[src/rtl/fg_pkg.sv]
// Shared constants, state encoding and config-word layout for the function
// generator configuration-register interface.
package fg_pkg;

   localparam int NUM_REGS    = 7;
   localparam int DATA_WIDTH  = 8;
   localparam int ADDR_WIDTH  = 3;
   localparam int SYNC_STAGES = 2;
   localparam int CFG_WIDTH   = NUM_REGS * DATA_WIDTH;

   typedef enum logic [2:0] {
      ST_IDLE   = 3'd0,
      ST_SETTLE = 3'd1,
      ST_SETUP  = 3'd2,
      ST_STROBE = 3'd3,
      ST_HOLD   = 3'd4,
      ST_DONE   = 3'd5
   } fg_state_t;

   // CR0 occupies the most significant byte of the config word, CR6 the least.
   function automatic logic [DATA_WIDTH-1:0] cr_byte(input logic [CFG_WIDTH-1:0]  cfg,
                                                      input logic [ADDR_WIDTH-1:0] idx);
      return cfg[(NUM_REGS - 1 - int'(idx)) * DATA_WIDTH +: DATA_WIDTH];
   endfunction

endpackage

[src/rtl/fg_priority_select.sv]
// Lowest-set-bit encoder: returns the index of the lowest set mask bit and
// whether any bit is set at all.
module fg_priority_select #(
   parameter int N = 7,
   parameter int W = 3
) (
   input  logic [N-1:0] mask_i,
   output logic [W-1:0] idx_o,
   output logic         valid_o
);

   // Scan from the top down so the lowest set bit is the last one written.
   always_comb begin
      idx_o = '0;
      for (int i = N - 1; i >= 0; i--) begin
         if (mask_i[i]) begin
            idx_o = W'(i);
         end
      end
   end

   assign valid_o = |mask_i;

endmodule

[src/rtl/fg_config_writer.sv]
// Host-side sequencer that writes masked bytes of a config word into the
// generator's level-sensitive register file with setup/strobe/hold timing.
module fg_config_writer
   import fg_pkg::*;
#(
   parameter int SETUP_CYCLES  = 2,
   parameter int STROBE_CYCLES = 4,
   parameter int HOLD_CYCLES   = 3,
   parameter int CNT_WIDTH     = 4
) (
   input  logic                  clk_i,
   input  logic                  rstn_i,
   input  logic                  start_i,
   input  logic [CFG_WIDTH-1:0]  cfg_i,
   input  logic [NUM_REGS-1:0]   mask_i,
   input  logic                  run_i,
   output logic [DATA_WIDTH-1:0] wr_data_o,
   output logic [ADDR_WIDTH-1:0] wr_addr_o,
   output logic                  wr_n_o,
   output logic                  en_n_o,
   output logic                  busy_o,
   output logic                  done_o
);

   localparam logic [CNT_WIDTH-1:0] SETUP_LOAD  = CNT_WIDTH'(SETUP_CYCLES - 1);
   localparam logic [CNT_WIDTH-1:0] STROBE_LOAD = CNT_WIDTH'(STROBE_CYCLES - 1);
   localparam logic [CNT_WIDTH-1:0] HOLD_LOAD   = CNT_WIDTH'(HOLD_CYCLES - 1);

   fg_state_t             state_q, state_d;
   logic [CNT_WIDTH-1:0]  cnt_q, cnt_d;
   logic [CFG_WIDTH-1:0]  cfg_q, cfg_d;
   logic [NUM_REGS-1:0]   mask_q, mask_d;
   logic [DATA_WIDTH-1:0] wr_data_q, wr_data_d;
   logic [ADDR_WIDTH-1:0] wr_addr_q, wr_addr_d;
   logic                  wr_n_q, wr_n_d;
   logic                  en_n_q, en_n_d;
   logic                  busy_q, busy_d;
   logic                  done_q, done_d;

   logic [ADDR_WIDTH-1:0] sel_idx;
   logic                  sel_valid;

   // mask_q holds only the registers still to be written; the bit of the
   // register on the bus is dropped when it is loaded.
   fg_priority_select #(
      .N (NUM_REGS),
      .W (ADDR_WIDTH)
   ) u_select (
      .mask_i  (mask_q),
      .idx_o   (sel_idx),
      .valid_o (sel_valid)
   );

   always_comb begin
      state_d   = state_q;
      cnt_d     = cnt_q;
      cfg_d     = cfg_q;
      mask_d    = mask_q;
      wr_data_d = wr_data_q;
      wr_addr_d = wr_addr_q;
      en_n_d    = 1'b1;

      case (state_q)
         ST_IDLE: begin
            en_n_d = !run_i;
            if (start_i) begin
               cfg_d  = cfg_i;
               mask_d = mask_i;
               if (mask_i == '0) begin
                  state_d = ST_DONE;
               end else begin
                  state_d = ST_SETTLE;
                  cnt_d   = HOLD_LOAD;
                  en_n_d  = 1'b1;
               end
            end
         end
         ST_SETTLE: begin
            if (cnt_q == '0) begin
               state_d   = ST_SETUP;
               cnt_d     = SETUP_LOAD;
               wr_addr_d = sel_idx;
               wr_data_d = cr_byte(cfg_q, sel_idx);
               mask_d    = mask_q & ~(NUM_REGS'(1) << sel_idx);
            end else begin
               cnt_d = cnt_q - CNT_WIDTH'(1);
            end
         end
         ST_SETUP: begin
            if (cnt_q == '0) begin
               state_d = ST_STROBE;
               cnt_d   = STROBE_LOAD;
            end else begin
               cnt_d = cnt_q - CNT_WIDTH'(1);
            end
         end
         ST_STROBE: begin
            if (cnt_q == '0) begin
               state_d = ST_HOLD;
               cnt_d   = HOLD_LOAD;
            end else begin
               cnt_d = cnt_q - CNT_WIDTH'(1);
            end
         end
         ST_HOLD: begin
            if (cnt_q != '0) begin
               cnt_d = cnt_q - CNT_WIDTH'(1);
            end else if (sel_valid) begin
               state_d   = ST_SETUP;
               cnt_d     = SETUP_LOAD;
               wr_addr_d = sel_idx;
               wr_data_d = cr_byte(cfg_q, sel_idx);
               mask_d    = mask_q & ~(NUM_REGS'(1) << sel_idx);
            end else begin
               state_d = ST_DONE;
            end
         end
         ST_DONE: begin
            state_d = ST_IDLE;
            en_n_d  = !run_i;
         end
         default: begin
            state_d = ST_IDLE;
         end
      endcase

      // Status outputs are registered copies of the next state so they line
      // up exactly with state_q and stay glitch-free on the target pins.
      busy_d = (state_d == ST_SETTLE) || (state_d == ST_SETUP) ||
               (state_d == ST_STROBE) || (state_d == ST_HOLD);
      done_d = (state_d == ST_DONE);
      wr_n_d = (state_d != ST_STROBE);
   end

   always_ff @(posedge clk_i or negedge rstn_i) begin
      if (!rstn_i) begin
         state_q   <= ST_IDLE;
         cnt_q     <= '0;
         cfg_q     <= '0;
         mask_q    <= '0;
         wr_data_q <= '0;
         wr_addr_q <= '0;
         wr_n_q    <= 1'b1;
         en_n_q    <= 1'b1;
         busy_q    <= 1'b0;
         done_q    <= 1'b0;
      end else begin
         state_q   <= state_d;
         cnt_q     <= cnt_d;
         cfg_q     <= cfg_d;
         mask_q    <= mask_d;
         wr_data_q <= wr_data_d;
         wr_addr_q <= wr_addr_d;
         wr_n_q    <= wr_n_d;
         en_n_q    <= en_n_d;
         busy_q    <= busy_d;
         done_q    <= done_d;
      end
   end

   assign wr_data_o = wr_data_q;
   assign wr_addr_o = wr_addr_q;
   assign wr_n_o    = wr_n_q;
   assign en_n_o    = en_n_q;
   assign busy_o    = busy_q;
   assign done_o    = done_q;

endmodule
[config.mk]
export PLATFORM = sky130hd
export DESIGN_NAME = fg_config_writer
export DESIGN_NICKNAME = d
export VERILOG_FILES = /design/src/rtl/fg_pkg.sv /design/src/rtl/fg_priority_select.sv /design/src/rtl/fg_config_writer.sv
export SDC_FILE = /design/constraint.sdc
export NUM_CORES = 1
export LEC_CHECK = 0
export CAP_MARGIN = 20
export CORE_MARGIN = 5
export CORE_UTILIZATION = 40
export DETAILED_ROUTE_END_ITERATION = 6
export PLACE_DENSITY = 0.66
export SYNTH_ARGS = -nofsm -noshare
export SYNTH_HDL_FRONTEND = slang
export SYNTH_SLANG_ARGS = --single-unit
export TNS_END_PERCENT = 10
[constraint.sdc]
create_clock -name clk_i -period 5.75 [get_ports clk_i]
set_clock_uncertainty 0.1 [all_clocks]
set_input_delay 1.15 -clock clk_i [delete_from_list [all_inputs] [get_ports clk_i]]
set_output_delay 1.15 -clock clk_i [all_outputs]
set_load 0.1 [all_outputs]
==> impl_metrics.toml <==
[worst_setup_path]
cpMostUsedCell = "a211oi_1"
timing.rr.start = "mask_q[5]"
worstPathArrival_ps = 3530
end_kind = "register"
crit_start = "mask_q[5]"
r2r_slack_ps = 2400
critical_path.max_fanout = 28
cp-start-kind = "register"
critPathMaxStageDelay_ps = 680
endpoint = "wr_data_o[7]"
critical_path_cell_count = 10
worstPathCellList = "nor2_1 -> a211oi_1 -> nor3_1 -> inv_1 -> ha_1 -> or3b_2 -> a211oi_1 -> a311oi_1 -> and4_1 -> a211oi_2"
r2r_cells = 10
path_delay_family = "simple AND/OR/NAND/NOR gates"
r2r_end = "wr_data_o[7]"
crit_buf_inv = 1
cpMaxStageDelayCell = "ha_1"
required_ps = 5930
path_class = "register to register"

[layout]
drive_gt1_share_pct = 20.1
final_common_cell = "dfrtp_1"
antenna_cells = 0
area.growth.synth_to_final_pct = 27.6
final_cell_area_sq_um = 5380
layout_common_cells = "dfrtp_1, clkdlybuf4s50_1, mux2_2, nand2_1"
fin_nets = 506

[route]
wl_per_cell_um = 16.5
vias_per_cell = 5.33
post-route-drc-count = 0
first_iter_violations = 111
firstDrtPassIters = 5
vias = 3052
wirelength_um = 9470
postRouteAntennaNets = 0

[placed_design]
dpl_cell_area_sq_um = 5130
portBuffers = 81
hpwl_um = 6710
place.gp.congestion = 0.825

[yosys]
synthCells = 356
synth_nets = 430
netlist_area_sq_um = 4210
synthArstFlopShare_pct = 100
ys.flop_type = "dfrtp_1"
yosysUniqueCellTypes = 59
yosys_register_bits = 85
synth_edf_count = 0
syn_area_per_cell_sq_um = 11.8
synth_seq_area_share_pct = 50.5
yosys_warnings = 0

[grt]
grt_max_degree = 86
grt_pass1_vias = 3237
antenna_found_initial = 0
grt_usage_pct = 15.5
grt_pass1_wl_um = 15800
grt-ovfl-total = 0

[run]
cap_violations = 0

[floorplanning]
die_width_um = 113
die_h_um = 113
ioPinCount = 82
row_count = 37
initial_core_util_pct = 40.8
coreArea_sq_um = 10300
die-area_sq_um = 12700

[power_and_ir_drop]
pwr_density_cell_nw_per_um2 = 609
ir_drop_v = 0.000259
p_leak_nw = 2.19

[timing]
fin_crit_ps = 3350
slew_headroom_pct = 31.3
final_hold_viol_count = 0
max_freq_mhz = 299
worst_pin_slew_ps = 1030
rsz0062_at_grt = "no"
setup_tns_ps = 0
timing.final.max_slew_violations = 0
timing.final.crit_share_pct = 58.2
finalSetupViolCount = 0

[clock_tree]
path_clk_slew_ps = 90
ctsResizeCount = 0
cts_max_path_buffers = 2
clkLatencyLatePin_ps = 360
cts_tree = "yes"
h-tree-depth = 3
postCtsSetupRepairBufs = 0
clkSinkCount = 85
numCtsBuffers = 9
hold_buffers = 0
clock_tree.root_cell = "clkbuf_8"

[hold_path]
hp-class = "register to register"
worstHoldPathCells = 2

[run_status]
outcome = "completed"
through the flow:
stage                     std cells  worst slack [ps]  hold slack (ps)  util (%)  total power [mW]
after global routing            573              2140              410      52.1              3.52
after detailed placement        556              2380              368      49.7              2.83
final                           573              2400              385      52.1              3.27
after CTS                       572              2360              388      51.8              3.31
after global placement          556              2420              375      49.7              2.79
after floorplan                 356              2630              339         -              2.41
routing by layer:
metal / vias up / GRT usage [%] / share of wire (%)
met3: 12 / 3.67 / 5.6
met4: 0 / 5.85 / 1.8
met1: 1506 / 20.5 / 45
met5: - / 0 / 0
li1: 1463 / - / -
met2: 71 / 24.6 / 47
worst register-to-register path, cell delays in order, from the launching register on:
cell	delay, ps
dfrtp_1	440
nor2_1	110
a211oi_1	80
nor3_1	460
inv_1	140
ha_1	680
or3b_2	600
a211oi_1	250
a311oi_1	70
and4_1	210
a211oi_2	130
worst min path at each step:
stage | from | slack, ps | endpoint
floorplan | cfg_q[7] | 340 | cfg_q[7]
global placement | cfg_q[31] | 370 | cfg_q[31]
detailed placement | cfg_q[31] | 370 | cfg_q[31]
CTS | cfg_q[31] | 390 | cfg_q[31]
global route | cfg_q[31] | 410 | cfg_q[31]
finish | cfg_q[31] | 380 | cfg_q[31]
logic make-up after synthesis:
kind of cell	count (synthesis)	share of synthesized area, %
AO/OA/AOI/OAI	68	12.1
XOR/XNOR	1	0.208
adder cells (fa/ha/maj)	7	2.08
buffers and inverters	27	2.70
flip-flops	85	50.5
multiplexers	68	20.2
AND/OR/NAND/NOR	100	12.2
cell type report:
cell class,count,area [sq um]
fillers,919,4940
flip-flops and latches,85,2130
multi-input cells,244,1980
repair buffers,84,851
well taps,136,170
clock buffers,9,124
clock inverters,7,97.6
inverters,8,30.0
state kept, by name, summed over array words and instances (netlist names):
name	count
busy_o	1
cfg_q	56
cnt_q	4
done_o	1
en_n_o	1
mask_q	7
state_q	3
wr_addr_o	3
wr_data_o	8
wr_n_o	1
synth_stat cells, drive strengths merged, types with 2 or more instances:
cell | n | area share, %
a211oi | 6 | 1.2
a21boi | 2 | 0.36
a21o | 2 | 0.36
a21oi | 14 | 1.8
a22oi | 2 | 0.36
and2 | 2 | 0.30
buf | 12 | 1.4
clkbuf | 7 | 0.62
dfrtp | 83 | 49
dfstp | 2 | 1.2
ha | 7 | 2.1
inv | 7 | 0.62
mux2 | 53 | 14
mux2i | 8 | 1.9
mux4 | 7 | 4.1
nand2 | 52 | 4.6
nand2b | 6 | 0.89
nand3 | 4 | 0.48
nand3b | 4 | 0.71
nor2 | 9 | 0.80
nor3 | 5 | 0.98
nor3b | 3 | 0.53
nor4 | 2 | 0.45
o211ai | 2 | 0.36
o21ai | 16 | 1.9
o221a | 7 | 1.9
o221ai | 8 | 1.7
or3 | 4 | 0.59
or3b | 3 | 0.62
power breakdown:
group | internal, mW | switching [mW]
sequential | 0.894 | 0.212
combinational | 0.720 | 0.971
clock | 0.247 | 0.230
total | 1.86 | 1.41
Power figures use the tool's default switching activity.
